--- config.mk ---
export PLATFORM = sky130hd
export DESIGN_NAME = seq_mult_16bit
export DESIGN_NICKNAME = d
export VERILOG_FILES = /design/src/rtl/mult_pkg.sv /design/src/rtl/CLA_16bit.sv /design/src/rtl/seq_mult_16bit.sv
export SDC_FILE = /design/constraint.sdc
export NUM_CORES = 1
export LEC_CHECK = 0
export ABC_CLOCK_PERIOD_IN_PS = 2600
export CELL_PAD_IN_SITES_DETAIL_PLACEMENT = 0
export CELL_PAD_IN_SITES_GLOBAL_PLACEMENT = 1
export CORE_MARGIN = 5
export CORE_UTILIZATION = 35
export DETAILED_ROUTE_END_ITERATION = 8
export PLACE_DENSITY_LB_ADDON = 0.1
export SLEW_MARGIN = 20
export SYNTH_ARGS = -nofsm -noshare
export SYNTH_HDL_FRONTEND = slang
export SYNTH_SLANG_ARGS = --single-unit
--- constraint.sdc ---
create_clock -name clk -period 2.6 [get_ports clk]
set_input_delay 0.52 -clock clk [delete_from_list [all_inputs] [get_ports clk]]
set_output_delay 0.52 -clock clk [all_outputs]
set_load 0.005 [all_outputs]
--- src/rtl/mult_pkg.sv ---
// Shared types and constants for the iterative shift-add multiplier.
// The datapath width is fixed by the CLA_16bit adder it drives.
package mult_pkg;

    localparam int MULT_WIDTH = 16;
    localparam int MULT_ITER  = 16;
    localparam int CNT_W      = 5;

    typedef enum logic [1:0] {
        IDLE = 2'd0,
        BUSY = 2'd1,
        DONE = 2'd2
    } state_e;

endpackage : mult_pkg

--- src/rtl/CLA_16bit.sv ---
// 16-bit two-level carry-lookahead adder.
// Four 4-bit lookahead groups are combined by a second lookahead level.
module CLA_16bit (
    input  logic [15:0] a,
    input  logic [15:0] b,
    input  logic        c_in,
    output logic [15:0] sum,
    output logic        c_out
);

    logic [15:0] p_s;
    logic [15:0] g_s;
    logic [15:0] carry_s;
    logic [3:0]  grp_p_s;
    logic [3:0]  grp_g_s;
    logic [4:0]  grp_c_s;

    // Carries into each bit of a 4-bit group, fully expanded from the group carry-in.
    function automatic logic [3:0] grp_carry(input logic [3:0] p, input logic [3:0] g, input logic ci);
        logic [3:0] c;
        c[0] = ci;
        c[1] = g[0] | (p[0] & ci);
        c[2] = g[1] | (p[1] & g[0]) | (p[1] & p[0] & ci);
        c[3] = g[2] | (p[2] & g[1]) | (p[2] & p[1] & g[0]) | (p[2] & p[1] & p[0] & ci);
        return c;
    endfunction

    function automatic logic grp_gen(input logic [3:0] p, input logic [3:0] g);
        return g[3] | (p[3] & g[2]) | (p[3] & p[2] & g[1]) | (p[3] & p[2] & p[1] & g[0]);
    endfunction

    function automatic logic grp_prop(input logic [3:0] p);
        return &p;
    endfunction

    // Bit-level propagate/generate, group terms, second-level lookahead and sum.
    always_comb begin
        p_s = a ^ b;
        g_s = a & b;
        for (int k = 0; k < 4; k++) begin
            grp_p_s[k] = grp_prop(p_s[k*4 +: 4]);
            grp_g_s[k] = grp_gen(p_s[k*4 +: 4], g_s[k*4 +: 4]);
        end
        grp_c_s[0] = c_in;
        grp_c_s[1] = grp_g_s[0] | (grp_p_s[0] & c_in);
        grp_c_s[2] = grp_g_s[1] | (grp_p_s[1] & grp_g_s[0]) | (grp_p_s[1] & grp_p_s[0] & c_in);
        grp_c_s[3] = grp_g_s[2] | (grp_p_s[2] & grp_g_s[1]) | (grp_p_s[2] & grp_p_s[1] & grp_g_s[0])
                   | (grp_p_s[2] & grp_p_s[1] & grp_p_s[0] & c_in);
        grp_c_s[4] = grp_g_s[3] | (grp_p_s[3] & grp_g_s[2]) | (grp_p_s[3] & grp_p_s[2] & grp_g_s[1])
                   | (grp_p_s[3] & grp_p_s[2] & grp_p_s[1] & grp_g_s[0])
                   | (grp_p_s[3] & grp_p_s[2] & grp_p_s[1] & grp_p_s[0] & c_in);
        for (int k = 0; k < 4; k++) begin
            carry_s[k*4 +: 4] = grp_carry(p_s[k*4 +: 4], g_s[k*4 +: 4], grp_c_s[k]);
        end
        sum   = p_s ^ carry_s;
        c_out = grp_c_s[4];
    end

endmodule : CLA_16bit

--- src/rtl/seq_mult_16bit.sv ---
// Iterative unsigned 16x16->32 shift-add multiplier with valid/ready handshakes.
// One CLA_16bit addition per cycle; the carry-out is shifted into the accumulator MSB.
module seq_mult_16bit
    import mult_pkg::*;
#(
    parameter int WIDTH = MULT_WIDTH,
    parameter int ITER  = MULT_ITER
) (
    input  logic               clk,
    input  logic               rst_n,
    input  logic               in_valid,
    output logic               in_ready,
    input  logic [WIDTH-1:0]   op_a,
    input  logic [WIDTH-1:0]   op_b,
    output logic               out_valid,
    input  logic               out_ready,
    output logic [2*WIDTH-1:0] product,
    output logic               busy
);

    state_e               state_r, state_nx_s;
    logic [WIDTH-1:0]     mcand_r, mcand_nx_s;
    logic [WIDTH-1:0]     acc_hi_r, acc_hi_nx_s;
    logic [WIDTH-1:0]     q_r, q_nx_s;
    logic [CNT_W-1:0]     cnt_r, cnt_nx_s;
    logic [2*WIDTH-1:0]   product_r, product_nx_s;
    logic                 in_ready_r, busy_r, out_valid_r;

    logic [WIDTH-1:0]     add_b_s;
    logic [WIDTH-1:0]     sum_s;
    logic                 c_out_s;

    // Partial-product addend: multiplicand when the current multiplier bit is set.
    always_comb begin
        if (q_r[0]) begin
            add_b_s = mcand_r;
        end else begin
            add_b_s = {WIDTH{1'b0}};
        end
    end

    CLA_16bit u_cla (
        .a     (acc_hi_r),
        .b     (add_b_s),
        .c_in  (1'b0),
        .sum   (sum_s),
        .c_out (c_out_s)
    );

    // Next-state, datapath update and product capture.
    always_comb begin
        state_nx_s   = state_r;
        mcand_nx_s   = mcand_r;
        acc_hi_nx_s  = acc_hi_r;
        q_nx_s       = q_r;
        cnt_nx_s     = cnt_r;
        product_nx_s = product_r;
        case (state_r)
            IDLE: begin
                if (in_valid && in_ready_r) begin
                    mcand_nx_s  = op_a;
                    q_nx_s      = op_b;
                    acc_hi_nx_s = {WIDTH{1'b0}};
                    cnt_nx_s    = {CNT_W{1'b0}};
                    state_nx_s  = BUSY;
                end else begin
                    state_nx_s  = IDLE;
                end
            end
            BUSY: begin
                // {c_out, sum, q} shifted right by one, dropping the LSB.
                acc_hi_nx_s = {c_out_s, sum_s[WIDTH-1:1]};
                q_nx_s      = {sum_s[0], q_r[WIDTH-1:1]};
                cnt_nx_s    = cnt_r + {{(CNT_W-1){1'b0}}, 1'b1};
                if (cnt_r == CNT_W'(ITER - 1)) begin
                    state_nx_s   = DONE;
                    product_nx_s = {c_out_s, sum_s, q_r[WIDTH-1:1]};
                end else begin
                    state_nx_s   = BUSY;
                end
            end
            DONE: begin
                if (out_ready) begin
                    state_nx_s = IDLE;
                end else begin
                    state_nx_s = DONE;
                end
            end
            default: begin
                state_nx_s = IDLE;
            end
        endcase
    end

    // State, datapath and registered status outputs.
    always_ff @(posedge clk or negedge rst_n) begin
        if (!rst_n) begin
            state_r     <= IDLE;
            mcand_r     <= {WIDTH{1'b0}};
            acc_hi_r    <= {WIDTH{1'b0}};
            q_r         <= {WIDTH{1'b0}};
            cnt_r       <= {CNT_W{1'b0}};
            product_r   <= {(2*WIDTH){1'b0}};
            in_ready_r  <= 1'b0;
            busy_r      <= 1'b0;
            out_valid_r <= 1'b0;
        end else begin
            state_r     <= state_nx_s;
            mcand_r     <= mcand_nx_s;
            acc_hi_r    <= acc_hi_nx_s;
            q_r         <= q_nx_s;
            cnt_r       <= cnt_nx_s;
            product_r   <= product_nx_s;
            in_ready_r  <= (state_nx_s == IDLE);
            busy_r      <= (state_nx_s == BUSY);
            out_valid_r <= (state_nx_s == DONE);
        end
    end

    assign in_ready  = in_ready_r;
    assign busy      = busy_r;
    assign out_valid = out_valid_r;
    assign product   = product_r;

endmodule : seq_mult_16bit

* Yosys cells after proc, flatten, opt, wreduce, memory -nomap -nowiden
Index checks and enable logic that the tools add are counted.
Widths: inputs -> output; s select.
** Cells by class
- $add $sub $neg :: 1
- Eq/ne operators :: 6
- Mux-type cells :: 11
- Bitwise operators :: 102
- Reductions and logical operators :: 10
** Operators with widths (number)
- $pmux 16 s2 :: 2
- $and 1x1->1 :: 60
- $mux 16 :: 3
- $or 1x1->1 :: 39
- $xor 16x16->16 :: 2
- $and 16x16->16 :: 1
- $reduce_and 4->1 :: 3
- $pmux 5 s2 :: 1
- $pmux 2 s3 :: 1
- $reduce_and 2->1 :: 3
- $add 5x1->5 const B :: 1
- $eq 5x4->1 const B :: 1
- $mux 5 :: 1
- $eq 2x1->1 const B :: 2
- $eq 2x2->1 const B :: 2
- $logic_not 2->1 :: 2
- $mux 2 :: 2
- $ne 2x2->1 const B :: 1
- $reduce_bool 2->1 :: 1
- $logic_and 1x1->1 :: 1
- $mux 1 :: 1
** Word-level totals
- Register bits after elaboration :: 90
- Input bits :: 36
- Output and inout bits :: 35
- Logic and storage cells :: 139

* Logic depth before layout (Yosys ltp)
- Depth after elaboration :: 13
- Mapped depth :: 12
- Mapped depth without buffers :: 11

* Cells and area by module
Synthesis repeated with hierarchy kept, for this count alone.
** Second synthesis, totals
- Cells, all modules :: 435
- Area total of the unflattened synthesis :: 4588.2 sq um
** Modules (own cells, without submodules)
- seq_mult_16bit :: instances 1, cells an instance 335, area each 3766.1 sq um, sequential area each 2252.2 sq um
- CLA_16bit :: instances 1, cells an instance 100, area each 822.0 sq um, sequential area each 0.0 sq um

* Worst setup path after synthesis
Ideal clock, no wire load.
- Kind :: flip-flop to flip-flop
- From :: register q_r[0]
- To :: register product_r[27] (netlist: product[27])
- Library setup time :: 125 ps
- Data arrival time :: 2513 ps
- Data required time :: 2475 ps
- Setup slack :: -37 ps
- Stages on the path, launching flop included :: 12
- Path buffers :: 1
- Period minus slack after synthesis :: 2637 ps
- Path through :: dfrtp_1 -> clkbuf_1 -> nand2_1 -> inv_1 -> ha_1 -> a41oi_2 -> o21ai_2 -> a41o_4 -> a21oi_4 -> o21ai_0 -> fa_1 -> mux2_2
** Between the ends
- Word-level cells in the longest chain between the ends :: 10
- Elaborated cells on any way between the ends :: 35
- Classes of those cells :: mux (1); bitwise (32); reduce/logical (2)
** Ends and longest elaborated chain
- start, declared :: RTL line seq_mult_16bit.sv:24 : logic [WIDTH-1:0] q_r, q_nx_s;
- start signal, assigned :: RTL line seq_mult_16bit.sv:101 : q_r <= {WIDTH{1'b0}};
- start signal, assigned :: RTL line seq_mult_16bit.sv:111 : q_r <= q_nx_s;
- $mux 16 (*) :: RTL line seq_mult_16bit.sv:35 : if (q_r[0]) begin
- $xor 16x16->16 or $and 16x16->16 (tied branches) :: RTL line CLA_16bit.sv:38, CLA_16bit.sv:39
- $and 1x1->1 :: RTL line CLA_16bit.sv:29 : return g[3] | (p[3] & g[2]) | (p[3] & p[2] & g[1]) | (p[3] & p[2] & p[1] & g[0]);
- $or 1x1->1 or $and 1x1->1 (tied branches) (2 in series) :: RTL line CLA_16bit.sv:29
- $or 1x1->1 :: RTL line CLA_16bit.sv:29
- $and 1x1->1 :: RTL line CLA_16bit.sv:47 : grp_c_s[3] = grp_g_s[2] | (grp_p_s[2] & grp_g_s[1]) | (grp_p_s[2] & grp_p_s[1] & grp_g_s[0])
- $or 1x1->1 (2 in series) :: RTL line CLA_16bit.sv:47
- $xor 16x16->16 (*) :: RTL line CLA_16bit.sv:55 : sum = p_s ^ carry_s;
- via sum_s[12] :: RTL line seq_mult_16bit.sv:30 : logic [WIDTH-1:0] sum_s;
- end signal, assigned :: RTL line seq_mult_16bit.sv:103 : product_r <= {(2*WIDTH){1'b0}};
- end signal, assigned :: RTL line seq_mult_16bit.sv:113 : product_r <= product_nx_s;
- end, declared :: RTL line seq_mult_16bit.sv:26 : logic [2*WIDTH-1:0] product_r, product_nx_s;
The timed path passes the listed nets; every way through them passes the cells marked *.
A chain may end at the register's enable or synchronous reset.

* Worst setup path after layout
- From :: register q_r[0]
- To :: register acc_hi_r[14]
** Between the ends
- Word-level cells in the longest chain between the ends :: 13
- Elaborated cells on any way between the ends :: 44
- Classes of those cells :: mux (2); bitwise (40); reduce/logical (2)
** Ends and longest elaborated chain
- $mux 16 (*) :: RTL line seq_mult_16bit.sv:35
- $xor 16x16->16 or $and 16x16->16 (tied branches) :: RTL line CLA_16bit.sv:38, CLA_16bit.sv:39
- $and 1x1->1 :: RTL line CLA_16bit.sv:29
- $or 1x1->1 or $and 1x1->1 (tied branches) (2 in series) :: RTL line CLA_16bit.sv:29
- $or 1x1->1 :: RTL line CLA_16bit.sv:29
- $and 1x1->1 :: RTL line CLA_16bit.sv:47
- $or 1x1->1 (2 in series) :: RTL line CLA_16bit.sv:47
- $and 1x1->1 :: RTL line CLA_16bit.sv:24 : c[3] = g[2] | (p[2] & g[1]) | (p[2] & p[1] & g[0]) | (p[2] & p[1] & p[0] & ci);
- $or 1x1->1 :: RTL line CLA_16bit.sv:24
- $xor 16x16->16 (*) :: RTL line CLA_16bit.sv:55
- $pmux 16 s2 (*) :: RTL line seq_mult_16bit.sv:58 : case (state_r)
- end signal, assigned :: RTL line seq_mult_16bit.sv:100 : acc_hi_r <= {WIDTH{1'b0}};
- end signal, assigned :: RTL line seq_mult_16bit.sv:110 : acc_hi_r <= acc_hi_nx_s;
- end, declared :: RTL line seq_mult_16bit.sv:23 : logic [WIDTH-1:0] acc_hi_r, acc_hi_nx_s;
Every way passes the cells marked *; elsewhere a longest branch is shown, timed or not.

==> run summary <==
## Placed design
- 0.855 — final weighted congestion of routability-driven global placement
- 630 — Cells after DPL
- -0.0360 ns — setup slack after placement
- 6.92 mm — Detailed Place HPWL
- 70 — Port Buf Inserts

## Floorplan
- 0.0119 sq mm — placeable core area
- 120 um — die width
- 35.5% — effective utilization at floorplan
- 71 — # IOs
- 120 um — Die H
- 40 — number of placement rows
- 0.0144 sq mm — Die ar.

## Clock tree
- 2 — Longest Clk Path Bufs
- 0.34 ns — clock latency reported for the late side of the worst-skew pair
- built — CTS tree
- 0.06 ns — clk slew on worst S/H paths
- 90 — # clock sinks
- 9 — number of buffers created by CTS
- sky130_fd_sc_hd__clkbuf_16 — library cell used as clock root buffer
- 0 — number of buffers inserted for hold repair after clock tree synthesis
- 3 — H-Tree Level Count

## Synth
- 90 — synthesized flop and latch total
- 36 — number of distinct library cell variants in the gate-level netlist after synthesis
- sky130_fd_sc_hd__dfrtp_1 — top-count cell post-synth
- 0 — Syn. warnings
- sky130_fd_sc_hd__dfrtp_1 (53%), sky130_fd_sc_hd__nand2_1 (6.6%), sky130_fd_sc_hd__ha_1 (5.3%) — top cells by area, synth
- 100% — proportion of register bits with asynchronous set or reset after synthesis
- 53.3% — sequential fraction of the synthesis area
- sky130_fd_sc_hd__dfrtp_1 (90), sky130_fd_sc_hd__nand2_1 (74), sky130_fd_sc_hd__nor2_1 (43) — commonest cells in the netlist
- 0.00422 sq mm — cell area after synthesis
- 10.2 sq um — mean cell area of the mapped netlist
- sky130_fd_sc_hd__dfrtp_1 — flip-flop cell with the highest count after synthesis
- 473 — Mapped Nets
- sky130_fd_sc_hd__dfrtp_1 — library cell occupying the most area in the post-synthesis netlist
- 0 — number of synthesized flops with an enable pin
- 415 — cell count after synthesis
- 53.3% — proportion of netlist area held by the largest area contributor

## Global routing
- 54 — largest net degree at the start of global routing
- 0 — sum of overflow across all layers after global routing
- 3252 — via count of the first global-routing pass
- 16.9 mm — wire length of the first global-routing pass
- 0 — number of antenna violations at the first check in global routing
- 14.9% — All-Layer GR Usage

## Route
- 10.2 mm — routed wire length
- 4.94 — average vias per placed instance
- 15.7 um — routed wire length per instance
- 0 — post-detailed-route count of antenna-violating nets
- 168 — First DRT Iteration DRCs
- 4 — number of detailed-route iterations in the first pass
- 0 — total DRC errors in the routed layout
- 3196 — via count of the routed design

## Critical path
- 0.06 ns — Register-to-Register Setup Slack
- 0.45 ns — maximum cell stage delay along the critical path
- acc_hi_r[14] — r2r endpoint
- 9 — worst reg2reg path depth
- 2.82 ns — data required time of the critical path
- flip-flop — startpoint type of the worst setup path
- compound AO/OA/AOI/OAI gates — Top Family by Delay on Critical Path
- sky130_fd_sc_hd__dfrtp_2 — highest-delay cell along the critical path
- buf_6 -> buf_4 -> and2_1 -> ha_1 -> and3_1 -> a311o_2 -> a41o_4 -> mux2i_1 -> o21ai_1 — critical-path cell list
- 9 — logic depth of the worst path, buffers included
- q_r[0] — launch instance of the worst register-to-register path
- 7 — Max Fanout on Critical Path
- 2.76 ns — signal arrival time at the worst endpoint
- flip-flop — nature of the critical path endpoint
- 2 — sum of buffers and inverters on the critical path
- reg2reg — critical path start-end classification

## STA
- 97.6% — post-route clock period utilization
- 0.513 ns — Least-Margin Pin Slew
- 0 — Pins Over Slew Limit
- 65.8% — relative max-transition margin
- 2.54 ns — Final Critical Period
- 0.0623 ns — worst setup margin
- 0.146 ns — Post-Route Hold Slack
- 0.00410 ns — setup skew after layout
- yes — RSZ-0062 raised after global routing
- 0 — setup violators final
- 0 ns — aggregate negative setup slack
- 0 — Final Hold Viols
- 0.394 GHz — maximum operating frequency

## Power
- 1280 mW/mm^2 — PD cells
- 2.54 nW — leakage power total
- 602 uV — worst ir drop on vdd

## Layout
- 16.4% — fraction of final layout cells with drive strength greater than 1
- 1143 — FILL cells
- 0 — number of antenna repair diodes
- 647 — number of standard cells in the final layout excluding fillers
- 33.8% — Area growth, synth to finish
- 554 — number of nets in the layout

## Hold path
- in2async — path category of the worst min-delay check

## Outcome
- complete, no violations — run status

## Flow run
- 0 — number of max-cap violations

worst max-delay path by stage:
| stage | startpoint | endpoint | slack (ns) |
|---|---|---|---|
| after floorplan | q_r[0] | product[27] | 0.01 |
| after global placement | q_r[0] | product[23] | 0.009 |
| after detailed placement | q_r[0] | product[23] | -0.04 |
| after CTS | q_r[0] | product[27] | 0.002 |
| after global routing | q_r[0] | product[29] | -0.05 |
| final | q_r[0] | acc_hi_r[14] | 0.06 |
per-layer routing:
metal,routed length [um],global-route usage [%],vias up
met1,4710,20.5,1542
met4,87,3.65,0
met2,4830,22.7,75
li1,-,-,1571
met5,0,0,-
met3,562,4.85,8
stage by stage:
step                instance area (sq um)  utilization, %  power (mW)
finish                               5650            47.4        7.21
global route                         5650            47.4        7.84
CTS                                  5540            46.5        7.09
detailed placement                   5230            43.9        5.68
global placement                     5230            43.9        5.63
floorplan                            4220               -        4.40
report_power, final:
| group | switching [mW] | internal, mW | total, mW |
|---|---|---|---|
| clock | 0.536 | 0.818 | 1.35 |
| combinational | 1.66 | 1.76 | 3.42 |
| sequential | 0.411 | 2.03 | 2.44 |
| total | 2.60 | 4.61 | 7.21 |
state kept, by name, indices dropped and copies added, names as in the netlist:
register	flops
product	32
acc_hi_r	16
mcand_r	16
q_r	16
cnt_r	5
state_r	2
busy	1
in_ready	1
out_valid	1
kinds of logic (layout without fill, tap and decap cells):
group                      after synthesis  after routing  share of synthesized area (%)
AOI/OAI and AO/OA                       82             82                           12.3
xor gates and xnor gates                 9              9                           1.87
adders and majority gates               22             22                           7.23
buffers and inverters                   27            112                           2.49
DFF                                     90             90                           53.3
muxes                                   23             23                           6.04
and+or+nand+nor                        162            162                           16.8
worst reg2reg max path, delay by kind of cell, from the launching register on:
family                   cells  cell delay (ns)
AO/OA/AOI/OAI                3             0.75
flip-flops                   1             0.45
AND/OR/NAND/NOR              2             0.38
buffers and inverters        2             0.29
adder cells (fa/ha/maj)      1             0.29
multiplexers                 1             0.24
cell usage in the layout, fill, tap and decap left out, types with 2 or more instances in the layout:
cell	Yosys	layout
sky130_fd_sc_hd__o21ai_2	1	4
sky130_fd_sc_hd__and3_1	4	4
sky130_fd_sc_hd__a41o_4	2	2
sky130_fd_sc_hd__a21oi_1	11	10
sky130_fd_sc_hd__ha_4	0	5
sky130_fd_sc_hd__ha_1	18	13
sky130_fd_sc_hd__xor2_1	4	4
sky130_fd_sc_hd__nand2_1	74	72
sky130_fd_sc_hd__clkdlybuf4s50_1	0	69
sky130_fd_sc_hd__fa_2	0	2
sky130_fd_sc_hd__xnor2_1	5	4
sky130_fd_sc_hd__nand3_1	14	13
sky130_fd_sc_hd__nor2b_1	5	5
sky130_fd_sc_hd__mux2i_1	3	3
sky130_fd_sc_hd__dfrtp_1	90	89
sky130_fd_sc_hd__nand2_2	0	2
sky130_fd_sc_hd__and2_1	15	14
sky130_fd_sc_hd__o21ai_0	38	34
sky130_fd_sc_hd__nand2b_1	3	2
sky130_fd_sc_hd__o22ai_1	16	16
sky130_fd_sc_hd__buf_12	0	4
sky130_fd_sc_hd__buf_4	0	17
sky130_fd_sc_hd__nor2_1	43	43
sky130_fd_sc_hd__inv_1	6	6
sky130_fd_sc_hd__mux2_2	20	19
sky130_fd_sc_hd__fa_1	4	2
sky130_fd_sc_hd__clkbuf_16	0	9
sky130_fd_sc_hd__o21ai_1	2	3
sky130_fd_sc_hd__clkbuf_8	0	3
sky130_fd_sc_hd__a31oi_1	4	4
repair_timing:
| item | 4_1_cts | 5_1_grt |
|---|---|---|
| pin swaps | 0 | 5 |
| setup endpoints to repair | 6 | 8 |
| gates resized for setup | 3 | 18 |
| buffers inserted | 0 | 2 |
area by class of cell:
cell class	count	area, sq um	area share, %
Sequential cell	90	2250	39.9
Multi-Input combinational cell	298	1970	35.0
Timing Repair Buffer	91	910	16.1
Clock buffer	13	270	4.78
Tap cell	147	184	3.26
Clock inverter	2	35.0	0.620
Inverter	6	22.5	0.399
No activity file was read; power rests on OpenSTA's default activity.
